File: src/rtl/clkgen_multi.sv
// rtl/clkgen_multi.sv - multi-channel programmable clock divider with glitch-free ratio change
//
// Purpose: NCH independent divide-by-2*(act+1) channels, all clocked by CLK_24M.
// Each channel has 50% duty and edge strobes. Each channel has a pending half-period
// register. The pending value only takes effect at the end of a high phase, so a
// ratio change never produces a runt pulse.
//
// Ports:
//   CLK_24M  in   sole clock
//   nRESETP  in   asynchronous active-low reset
//   HALF     in   NCH*CNTW  half-period minus one, channel k at [k*CNTW +: CNTW]
//   PHASE    in   NCH*CNTW  counter preload applied on SYNC
//   EN       in   NCH       per-channel run enable
//   LOAD     in   strobe, captures HALF into every pending register
//   SYNC     in   strobe, realigns every channel
//   CLK_OUT  out  NCH       divided clocks (registered)
//   CE_RISE  out  NCH       high in the first cycle of each CLK_OUT high level
//   CE_FALL  out  NCH       high in the first cycle of each CLK_OUT low level
//   BUSY     out  NCH       a loaded half-period is waiting to be applied
module clkgen_multi #(
  parameter int NCH  = 4,
  parameter int CNTW = 8,
  parameter logic [NCH*CNTW-1:0] HALF_RST = {NCH{8'd0}}
) (
  input  logic                 CLK_24M,
  input  logic                 nRESETP,
  input  logic [NCH*CNTW-1:0]  HALF,
  input  logic [NCH*CNTW-1:0]  PHASE,
  input  logic [NCH-1:0]       EN,
  input  logic                 LOAD,
  input  logic                 SYNC,
  output logic [NCH-1:0]       CLK_OUT,
  output logic [NCH-1:0]       CE_RISE,
  output logic [NCH-1:0]       CE_FALL,
  output logic [NCH-1:0]       BUSY
);

  for (genvar k = 0; k < NCH; k++) begin : g_ch
    logic [CNTW-1:0] cnt;
    logic [CNTW-1:0] act;
    logic [CNTW-1:0] pend;
    logic            pend_valid;
    logic            clk_q;
    logic            rise_q;
    logic            fall_q;

    logic [CNTW-1:0] half_k;
    logic [CNTW-1:0] phase_k;
    logic [CNTW-1:0] act_sync;
    logic            run;
    logic            tc;

    assign half_k  = HALF[k*CNTW +: CNTW];
    assign phase_k = PHASE[k*CNTW +: CNTW];

    // Half-period in force after a SYNC. A simultaneous LOAD bypasses the
    // pending register. Otherwise an outstanding pending value is applied now.
    assign act_sync = LOAD ? half_k : (pend_valid ? pend : act);

    // A disabled channel finishes its high phase before it freezes.
    assign run = EN[k] | clk_q;
    assign tc  = (cnt == act);

    always_ff @(posedge CLK_24M or negedge nRESETP) begin
      if (!nRESETP) begin
        cnt        <= '0;
        act        <= HALF_RST[k*CNTW +: CNTW];
        pend       <= '0;
        pend_valid <= 1'b0;
        clk_q      <= 1'b0;
        rise_q     <= 1'b0;
        fall_q     <= 1'b0;
      end else if (SYNC) begin
        act        <= act_sync;
        pend_valid <= 1'b0;
        if (LOAD) begin
          pend <= half_k;
        end
        // Clamp the preload so the counter never starts beyond its terminal count.
        cnt    <= (phase_k > act_sync) ? act_sync : phase_k;
        clk_q  <= 1'b0;
        rise_q <= 1'b0;
        fall_q <= 1'b0;
      end else begin
        if (run && tc) begin
          cnt    <= '0;
          clk_q  <= ~clk_q;
          rise_q <= ~clk_q;
          fall_q <= clk_q;
          // Apply a pending ratio only at the 1->0 boundary.
          if (clk_q && pend_valid) begin
            act        <= pend;
            pend_valid <= 1'b0;
          end
        end else begin
          rise_q <= 1'b0;
          fall_q <= 1'b0;
          cnt    <= run ? cnt + 1'b1 : '0;
        end
        // A new LOAD wins over a boundary application in the same cycle.
        if (LOAD) begin
          pend       <= half_k;
          pend_valid <= 1'b1;
        end
      end
    end

    assign CLK_OUT[k] = clk_q;
    assign CE_RISE[k] = rise_q;
    assign CE_FALL[k] = fall_q;
    assign BUSY[k]    = pend_valid;
  end

endmodule

File: config.mk
export PLATFORM = sky130hd
export DESIGN_NAME = clkgen_multi
export DESIGN_NICKNAME = d
export VERILOG_FILES = /design/src/rtl/clkgen_multi.sv
export SDC_FILE = /design/constraint.sdc
export NUM_CORES = 1
export LEC_CHECK = 0
export BUFFER_PORTS_ARGS = -buffer_cell sky130_fd_sc_hd__buf_2
export CAP_MARGIN = 20
export CORE_MARGIN = 1.5
export CORE_UTILIZATION = 55
export CTS_BUF_LIST = sky130_fd_sc_hd__clkbuf_4
export CTS_CLUSTER_DIAMETER = 80
export DETAILED_ROUTE_END_ITERATION = 10
export PLACE_DENSITY = 0.76
export REMOVE_ABC_BUFFERS = 1
export SLEW_MARGIN = 20
export SYNTH_ARGS = -nofsm -noshare
export SYNTH_HDL_FRONTEND = slang
export SYNTH_SLANG_ARGS = --single-unit
export TNS_END_PERCENT = 100
File: constraint.sdc
create_clock -name CLK_24M -period 3.1 [get_ports CLK_24M]
set_input_delay 0.155 -clock CLK_24M [delete_from_list [all_inputs] [get_ports CLK_24M]]
set_output_delay 0.155 -clock CLK_24M [all_outputs]
set_load 0.02 [all_outputs]
Word level (Yosys, flattened, before mapping)
Index checks and enable logic that the tools add are counted.

cells by class
  add/subtract/negate cells = 4
  multipliers = 0
  divide/modulo/power cells = 0
  order comparisons = 4
  equality and inequality tests = 4
  shift-type cells = 0
  multiplexer cells = 76
  bitwise gates (word level) = 8
  reductions and logical operators = 32

operators by type and width
  kind                   number
  $mux W8                36
  $mux W1                40
  $add A8 B1 Y8 const B  4
  $eq A8 B8 Y1           4
  $gt A8 B8 Y1           4
  $reduce_bool A3 Y1     8
  $reduce_and A2 Y1      8
  $reduce_bool A2 Y1     8
  $logic_and A1 B1 Y1    8
  $not A1 Y1             4
  $or A1 B1 Y1           4

word-level totals
  flip-flop bits (word level) = 112
  bits in latches = 0
  memory bits (writable) = 0
  ROM bits = 0
  bits of input ports = 72
  output and inout bits = 16
  word-level logic and storage cells = 156
  memories kept = 0

Logic depth before layout (Yosys ltp)
Gate-level depths: netlist (run 1).

  depth after elaboration = 5
  depth in mapped cells = 12
  depth with buffers taken out = 9

Worst setup path after synthesis (run 1)
Ideal clock, no wire load.

  path type = reg-to-reg
  start = register g_ch[0].pend_valid
  end = register g_ch[0].cnt[2]
  arrival = 2.604 ns
  required time = 2.959 ns
  path slack = 0.355 ns
  cell stages (with the launch flop) = 12
  path buffers = 3
  clock period less this slack = 2.745 ns
  cell sequence = dfrtp_1 clkbuf_1 mux2i_1 nor2_1 a21oi_1 ha_1 a211oi_1 o2111a_1 clkbuf_1 or2_2 clkbuf_1 o221ai_1

between the ends
  longest elaborated chain between the ends = 5

ends and longest elaborated chain
  what                       RTL line  text
  start, declared            42        logic pend_valid;
  start signal, assigned     69        pend_valid <= 1'b0;
  start signal, assigned     75        pend_valid <= 1'b0;
  start signal, assigned     93        pend_valid <= 1'b0;
  $mux W8 (*) (2 in series)  58        assign act_sync = LOAD ? half_k : (pend_valid ? pend : act);
  $gt A8 B8 Y1               80        cnt <= (phase_k > act_sync) ? act_sync : phase_k;
  $mux W8 (*)                80
  $mux W8 (*)                73        end else if (SYNC) begin
  end signal, assigned       80
  end signal, assigned       98        cnt <= run ? cnt + 1'b1 : '0;
  end, declared              39        logic [CNTW-1:0] cnt;

Mark *: on every way between the ends. The rest lies on a longest branch, timed or not.
A chain may end at the register's enable or synchronous reset.

Worst setup path in the final report (run 1)
  start = register g_ch[3].pend_valid
  end = register g_ch[3].cnt[7]

between the ends
  longest elaborated chain between the ends = 5

ends and longest elaborated chain
  what                       RTL line
  start, declared            42
  start signal, assigned     69
  start signal, assigned     75
  start signal, assigned     93
  $mux W8 (*) (2 in series)  58
  $gt A8 B8 Y1               80
  $mux W8 (*)                80
  $mux W8 (*)                73
  end signal, assigned       80
  end signal, assigned       98
  end, declared              39

Marks and branches as above.

==> flow_summary_export.csv, run 1 <==
group,metric,value,unit
outcome,status,"completed",
logic_synthesis,synth_seq_cells,112,
placed_design,place.port_buffers,87,
worst_setup_path,critPathArrivalTime,3210,ps
worst_setup_path,max_stage_delay,730,ps
global_route,grt_max_degree,83,
pwr,power.leakage,3.72,nW
cts,hold_buffers,60,
cts,cts_tree,"yes",
cts,cts_max_path_buffers,2,
worst_setup_path,path_max_fanout,11,
cts,htree_levels,3,
worst_setup_path,crit_path_end_kind,"flip-flop",
pwr,power.density,454,nW/µm²
placed_design,post_dp_cell_area,7620,µm²
worst_setup_path,critPathLaunchType,"flip-flop",
cts,clk_latency,480,ps
cells_and_area,n_antenna_cell,0,
worst_setup_path,path_class,"flip-flop to flip-flop",
global_route,antenna_found_initial,0,
placed_design,place_congestion,0.934,
cells_and_area,final_area,8360,µm²
timing,min_period,2810,ps
floorplan,dieArea,13700,µm²
timing,setup-violations-final,0,
routing,vias_per_cell,5.80,
floorplan,io-pin-count,88,
floorplan,fp-row-count,41,
worst_setup_path,r2r_slack,290,ps
routing,drc,0,
logic_synthesis,async_flop_share,1.00,
cts,cts.repair.resized,0,
cts,cts.reportedPaths.clkPinSlew,160,ps
timing,skew,17.6,ps
cts,cts_buffers,9,
routing,drt-total-wl,16900,µm
logic_synthesis,ys_types,42,
floorplan,fp.coreArea,12700,µm²
global_route,track_usage,0.258,
run,drv_cap,0,
min_path,hold_class,"input port to flip-flop",
timing,slew_violations,0,
global_route,grt_pass1_wl,27600,µm
timing,max_freq,356,MHz
logic_synthesis,yosysWarnings,0,
cells_and_area,syn2layout_area_growth,16.9,%
cells_and_area,nNetsFinal,952,
cts,postCtsSetupRepairBufs,0,
timing,worst_pin_slew,1010,ps
logic_synthesis,synth-edff-count,0,
floorplan,die_y,117,µm
routing,drt_iter0_drc,341,
routing,via_count,5923,
pwr,p_total,3.80,mW
global_route,grt_pass1_vias,5818,
timing,hold_viol,0,
placed_design,hpwl,12300,µm
global_route,grt.overflow.total,0,
worst_setup_path,required,3490,ps
timing,setup-tns-final,0,ps
pwr,vdd_ir_drop_max,0.219,mV
cells_and_area,drive_gt1_frac,0.146,
routing,routedWlPerCell,16.6,µm
routing,drt-pass1-iter-count,4,
logic_synthesis,netlist_area,7160,µm²
routing,antenna_left,0,
timing,grt_setup_unrepaired,"no",
logic_synthesis,yosysSeqAreaShare,0.392,
worst_setup_path,path_cells,"mux2i_1 -> o21a_1 -> ha_1 -> a211oi_1 -> nor2_1 -> nand4bb_1 -> and2_1 -> o221ai_1",
timing,fin_hold_ws,12.7,ps
logic_synthesis,syn_inst,735,
floorplan,die_x,117,µm
cells_and_area,final_util,0.660,
worst_setup_path,critPathSlowestCell,"dfrtp_1",
timing,fin_crit_sh,0.907,
logic_synthesis,yosys_most_used_dff,"dfrtp_1",
logic_synthesis,syn-mean-instance-area,9.74,µm²
floorplan,initial_core_util,0.565,
timing,relSlewSlack,0.326,
cts,cts.sinks,112,
cts,clock-root-buffer,"clkbuf_4",
final timing paths:
| path | from | cells past startpoint | to |
|---|---|---|---|
| setup reg to reg | g_ch[3].pend_valid | 8 | g_ch[3].cnt[7] |
| min in group asynchronous | nRESETP | 2 | g_ch[1].cnt[2] |
| hold reg to reg | g_ch[2].clk_q | 1 | g_ch[2].rise_q |
| setup / recovery | g_ch[3].pend_valid | 8 | g_ch[3].cnt[7] |
| max in group asynchronous | nRESETP | 3 | g_ch[2].pend[3] |
| hold / removal | PHASE[1] | 3 | g_ch[0].cnt[1] |
per-layer routing:
layer / GRT usage / routed length [µm]
met1: 0.333 / 7460
met2: 0.454 / 8470
met3: 0.0257 / 667
met4: 0.0916 / 311
met5: 0 / 0
placed cells by master (no fill, tap or decap), drive strengths merged, types with 23 or more instances in the layout:
cell type / Yosys / layout
dlygate4sd3: 0 / 60
nand2: 59 / 59
mux2i: 85 / 85
dfrtp: 112 / 112
ha: 36 / 36
o21ai: 50 / 50
xor2: 41 / 41
nor2: 23 / 23
inv: 39 / 39
buf: 20 / 95
o21a: 24 / 24
nand3: 24 / 24
where the power goes:
part	internal, mW	total (mW)	switching, mW
clock	0.277	0.759	0.482
combinational	0.537	1.14	0.604
sequential	1.66	1.90	0.244
total	2.47	3.80	1.33
synthesized netlist by cell type, types with 4 or more instances:
cell | count | share of area
o21ai_1 | 10 | 0.0070
nand2b_1 | 8 | 0.0070
ha_1 | 36 | 0.063
a211oi_1 | 4 | 0.0042
o21a_1 | 24 | 0.025
inv_1 | 39 | 0.020
a21oi_1 | 12 | 0.0084
dfrtp_1 | 112 | 0.39
nor2_1 | 23 | 0.012
xor2_1 | 41 | 0.050
and3_1 | 7 | 0.0061
mux2i_1 | 85 | 0.12
mux2_2 | 6 | 0.0094
nor2b_1 | 7 | 0.0061
or2_2 | 4 | 0.0035
clkbuf_1 | 37 | 0.019
nor4_1 | 4 | 0.0035
nand2_1 | 59 | 0.031
nor3b_1 | 5 | 0.0052
nand3_1 | 24 | 0.017
o221ai_1 | 21 | 0.026
buf_4 | 16 | 0.017
nor3_1 | 11 | 0.0077
o211ai_1 | 22 | 0.023
nand4b_1 | 12 | 0.015
nand4_1 | 13 | 0.011
o21ai_0 | 40 | 0.028
o311ai_0 | 7 | 0.0086
and4_1 | 5 | 0.0061
and2_1 | 7 | 0.0061
xnor2_1 | 17 | 0.021
cells by family after synthesis:
logic type / synth area share
muxes: 0.128
and+or+nand+nor: 0.146
buffers and inverters: 0.0593
adders and majority gates: 0.0629
xor gates and xnor gates: 0.0710
AOI/OAI and AO/OA: 0.141
DFF: 0.392
cell type report:
type | count | area [µm²]
Sequential cell | 112 | 2800
Tap cell | 172 | 215
Multi-Input combinational cell | 527 | 3930
Timing Repair Buffer | 155 | 1120
Inverter | 39 | 146
Clock buffer | 12 | 90.1
Fill cell | 1015 | 4310
Clock inverter | 4 | 55.1
stage by stage:
stage	cells	setup WS, ps
after floorplan	678	566
after global placement	945	405
after detailed placement	945	341
after CTS	1021	298
after global routing	1021	20.0
final	1021	288
registers in the layout, summed over array words and instances (netlist names):
name             cells
g_ch.act            32
g_ch.cnt            32
g_ch.pend           32
g_ch.clk_q           4
g_ch.fall_q          4
g_ch.pend_valid      4
g_ch.rise_q          4
critical path, delay by kind of cell, from the launching register on:
family	cells	cell delay [ps]
AO/OA/AOI/OAI	3	640
adder cells (fa/ha/maj)	1	260
flip-flops	1	730
multiplexers	1	240
AND/OR/NAND/NOR	3	860
No activity file was read; power rests on OpenSTA's default activity.
==> inputs of run 2 (changes only) <==
--- a/config.mk
+++ b/config.mk
@@ -12,6 +12,7 @@
 export CTS_BUF_LIST = sky130_fd_sc_hd__clkbuf_4
 export CTS_CLUSTER_DIAMETER = 80
 export DETAILED_ROUTE_END_ITERATION = 10
+export GPL_TIMING_DRIVEN = 0
 export PLACE_DENSITY = 0.76
 export REMOVE_ABC_BUFFERS = 1
 export SLEW_MARGIN = 20
==> flow_summary_export.csv, run 2 (synthesized netlist as in run 1, its figures left out) <==
group,metric,value,unit
routing,drt_iter0_drc,429,
routing,antenna_left,0,
timing,skew,16.4,ps
cells_and_area,n_antenna_cell,0,
worst_setup_path,required,3530,ps
cells_and_area,drive_gt1_frac,0.144,
pwr,vdd_ir_drop_max,0.220,mV
pwr,p_total,3.70,mW
routing,drc,0,
timing,max_freq,342,MHz
cells_and_area,final_common_cell,"dfrtp_1",
cts,postCtsSetupRepairBufs,0,
routing,routedWlPerCell,16.2,µm
cells_and_area,mostFrequentLayoutCells,"dfrtp_1 (110), mux2i_1 (85), buf_2 (84)",
cts,cts.sinks,112,
floorplan,dieArea,13700,µm²
placed_design,place.port_buffers,87,
min_path,hold_class,"input port to flip-flop",
run,drv_cap,0,
cells_and_area,top_regs,"g_ch.act x32, g_ch.cnt x32, g_ch.pend x32",
cells_and_area,nNetsFinal,953,
outcome,status,"completed",
floorplan,io-pin-count,88,
global_route,grt.overflow.total,0,
worst_setup_path,critPathLaunchType,"flip-flop",
routing,via_count,5909,
cts,cts_max_path_buffers,2,
timing,slew_violations,0,
global_route,grt_pass1_vias,5892,
pwr,power.density,441,nW/µm²
floorplan,fp-row-count,41,
timing,relSlewSlack,0.343,
floorplan,initial_core_util,0.565,
floorplan,die_x,117,µm
placed_design,place_congestion,0.898,
pwr,power.leakage,3.72,nW
timing,worst_pin_slew,979,ps
floorplan,die_y,117,µm
timing,setup-tns-final,0,ps
cells_and_area,final_util,0.663,
cts,cts_buffers,9,
routing,vias_per_cell,5.78,
cts,clock-root-buffer,"clkbuf_4",
global_route,grt_max_degree,72,
cts,cts.reportedPaths.clkPinSlew,180,ps
timing,setup-violations-final,0,
routing,drt-pass1-iter-count,5,
worst_setup_path,path_max_fanout,11,
worst_setup_path,critPathArrivalTime,3350,ps
cts,cts_tree,"yes",
cts,htree_levels,3,
timing,fin_crit_sh,0.944,
floorplan,fp.coreArea,12700,µm²
worst_setup_path,path_class,"flip-flop to flip-flop",
timing,fin_hold_ws,33.2,ps
timing,hold_viol,0,
global_route,antenna_found_initial,0,
placed_design,hpwl,11500,µm
placed_design,post_dp_cell_area,7640,µm²
timing,grt_setup_unrepaired,"no",
global_route,track_usage,0.259,
global_route,grt_pass1_wl,27700,µm
cells_and_area,syn2layout_area_growth,17.3,%
cells_and_area,final_area,8400,µm²
timing,min_period,2930,ps
cts,clk_latency,520,ps
worst_setup_path,crit_path_end_kind,"flip-flop",
routing,drt-total-wl,16600,µm
-- run 2: path summary, 6_finish.rpt --
check                                           to  cells past startpoint  slack, ps                from
worst min register to register      g_ch[2].rise_q                      1        510       g_ch[2].clk_q
min in group asynchronous          g_ch[1].pend[2]                      2        140             nRESETP
worst min-delay path            g_ch[2].pend_valid                      3         30                LOAD
max in group asynchronous          g_ch[3].pend[1]                      3       2290             nRESETP
worst max register to register      g_ch[3].cnt[7]                      8        170  g_ch[3].pend_valid
worst max-delay path                g_ch[3].cnt[7]                      8        170  g_ch[3].pend_valid
-- run 2: critical path, cell delays in order (launching register included) --
cell	delay (ps)
dfrtp_1	770
mux2i_1	250
o21a_1	170
ha_1	250
a211oi_1	220
nor2_1	110
nand4bb_1	450
and2_1	380
o221ai_1	240
-- run 2: what timing repair did --
item	in CTS	in global routing
hold buffers	65	0
resized for setup	0	2
setup endpoints to repair	0	9
endpoints found under the hold margin	118	0
-- run 2: power breakdown --
group,leakage (nW),total [mW],internal (mW),switching [mW]
combinational,2.26,1.15,0.543,0.604
sequential,1.40,1.89,1.66,0.238
clock,0.0589,0.665,0.156,0.508
total,3.72,3.70,2.35,1.35
-- run 2: final cells by class --
type | count | area, µm²
Clock buffer | 9 | 67.6
Sequential cell | 112 | 2810
Clock inverter | 7 | 38.8
Fill cell | 1038 | 4270
Timing Repair Buffer | 156 | 1190
Multi-Input combinational cell | 527 | 3930
Inverter | 39 | 146
Tap cell | 172 | 215
-- run 2: routing by layer --
layer	up-vias	global-route usage	wire length, µm
met4	0	0.110	403
met1	2877	0.331	7340
met3	32	0.0309	609
li1	2854	-	-
met5	-	0	0
met2	146	0.445	8240
-- run 2: metrics by stage --
stage	cells	setup slack (ps)
3_3_place_gp	937	-404
5_1_grt	1022	8.85
4_1_cts	1022	110
6_report	1022	174
3_5_place_dp	941	148
2_1_floorplan	678	566
==> inputs of run 3 (changes only) <==
--- a/config.mk
+++ b/config.mk
@@ -7,7 +7,7 @@
 export LEC_CHECK = 0
 export BUFFER_PORTS_ARGS = -buffer_cell sky130_fd_sc_hd__buf_2
 export CAP_MARGIN = 20
-export CORE_MARGIN = 1.5
+export CORE_MARGIN = 1
 export CORE_UTILIZATION = 55
 export CTS_BUF_LIST = sky130_fd_sc_hd__clkbuf_4
 export CTS_CLUSTER_DIAMETER = 80
==> constraint.sdc (replaced) <==
create_clock -name CLK_24M -period 3.1 [get_ports CLK_24M]
set_input_delay 0.155 -clock CLK_24M [delete_from_list [all_inputs] [get_ports CLK_24M]]
set_output_delay 0.155 -clock CLK_24M [all_outputs]
set_load 0.05 [all_outputs]
==> flow_summary_export.csv, run 3 (synthesized netlist as in run 1, its figures left out) <==
group,metric,value,unit
outcome,status,"completed",
cells_and_area,syn2layout_area_growth,17.7,%
global_route,grt.overflow.total,0,
routing,via_count,5928,
worst_setup_path,r2r_slack,260,ps
timing,hold_viol,0,
cts,cts.sinks,112,
timing,setup-violations-final,0,
floorplan,fp.coreArea,12700,µm²
worst_setup_path,path_max_fanout,11,
cells_and_area,final.fill_count,1030,
worst_setup_path,critPathArrivalTime,3200,ps
placed_design,post-place-ws,205,ps
cts,clock-root-buffer,"clkbuf_4",
global_route,grt_pass1_vias,5869,
cells_and_area,seqCellArea,2810,µm²
cts,cts.reportedPaths.clkPinSlew,170,ps
timing,slew_violations,0,
pwr,p_total,3.79,mW
timing,worst_pin_slew,997,ps
floorplan,die_x,116,µm
routing,drc,0,
cells_and_area,nNetsFinal,953,
cells_and_area,final_common_cell,"dfrtp_1",
global_route,grt_max_degree,83,
timing,relSlewSlack,0.331,
timing,setup_slack,260,ps
worst_setup_path,critPathSlowestCell,"dfrtp_1",
cells_and_area,n_antenna_cell,0,
cells_and_area,drive_gt1_frac,0.145,
routing,vias_per_cell,5.80,
cells_and_area,top_regs,"g_ch.act x32, g_ch.cnt x32, g_ch.pend x32",
routing,routedWlPerCell,16.2,µm
pwr,power.leakage,3.74,nW
pwr,vdd_ir_drop_max,0.246,mV
floorplan,die_y,116,µm
cts,cts_max_path_buffers,2,
worst_setup_path,timing.critical_path.buf_inv,0,
floorplan,io-pin-count,88,
cts,htree_levels,3,
placed_design,hpwl,11500,µm
worst_setup_path,path_class,"flip-flop to flip-flop",
timing,fin_crit_sh,0.916,
timing,grt_setup_unrepaired,"no",
placed_design,place_congestion,0.883,
placed_design,place.port_buffers,87,
min_path,hold_class,"input port to async pin",
global_route,track_usage,0.266,
floorplan,dieArea,13500,µm²
placed_design,dp_cells,941,
worst_setup_path,path_cells,"mux2i_1 -> o21a_1 -> ha_1 -> a211oi_1 -> o211ai_1 -> o21ai_1 -> or2_2 -> o311ai_0",
cells_and_area,final_util,0.665,
global_route,antenna_found_initial,0,
timing,min_period,2840,ps
worst_setup_path,required,3460,ps
routing,antenna_left,0,
routing,drt-total-wl,16600,µm
worst_setup_path,cp_top_family,"compound AO/OA/AOI/OAI gates",
routing,drt-pass1-iter-count,5,
timing,max_freq,352,MHz
cts,clk_latency,500,ps
floorplan,initial_core_util,0.565,
floorplan,fp-row-count,41,
run,drv_cap,0,
worst_setup_path,rr_worst_depth,8,
routing,drt_iter0_drc,400,
pwr,power.density,451,nW/µm²
cells_and_area,mostFrequentLayoutCells,"dfrtp_1 (109), mux2i_1 (85), buf_2 (84)",
worst_setup_path,critPathLaunchType,"flip-flop",
global_route,grt_pass1_wl,27700,µm
cts,cts_buffers,9,
worst_setup_path,max_stage_delay,740,ps
cells_and_area,multi_input_area,3930,µm²
timing,skew,20.9,ps
worst_setup_path,crit_path_end_kind,"flip-flop",
worst_setup_path,crit_cells,8,
cells_and_area,fin_cells,1022,
cts,cts_tree,"yes",
[run 3: metal layers]
| metal | GRT usage | vias up | wire, µm |
|---|---|---|---|
| met4 | 0.113 | 0 | 339 |
| met3 | 0.0314 | 26 | 548 |
| met5 | 0 | - | 0 |
| met1 | 0.341 | 2885 | 7360 |
| li1 | - | 2870 | - |
| met2 | 0.457 | 147 | 8340 |
[run 3: final cells by class]
type,count,area share
well taps,172,0.0256
flip-flops and latches,112,0.333
clock inverters,7,0.00743
clock buffers,9,0.00802
repair buffers,156,0.142
inverters,39,0.0174
multi-input cells,527,0.467
[run 3: per-stage QoR]
| stage | hold slack [ps] | area (µm²) | setup TNS [ps] |
|---|---|---|---|
| floorplan | -141 | 6880 | 0 |
| global placement | 381 | 7530 | -9980 |
| detailed placement | 54.3 | 7640 | 0 |
| CTS | 55.5 | 8420 | 0 |
| global route | 94.5 | 8420 | 0 |
| finish | 75.8 | 8420 | 0 |
[run 3: power by group]
part / internal (mW) / switching, mW
registers: 1.66 / 0.238
logic: 0.544 / 0.625
clock network: 0.240 / 0.491
[run 3: worst paths after layout]
check / start / end
setup / recovery: g_ch[1].pend_valid / g_ch[1].cnt[4]
hold / removal: nRESETP / g_ch[3].act[6]
setup reg to reg: g_ch[1].pend_valid / g_ch[1].cnt[4]
hold reg to reg: g_ch[2].clk_q / g_ch[2].rise_q
max in group asynchronous: nRESETP / g_ch[2].pend_valid
min in group CLK_24M: LOAD / g_ch[2].pend_valid
[run 3: what timing repair did]
action	CTS	global route
setup buffers	0	0
hold endpoints to repair	176	0
endpoints found under the setup margin	0	11
resized for setup	0	3
hold buffers	65	0
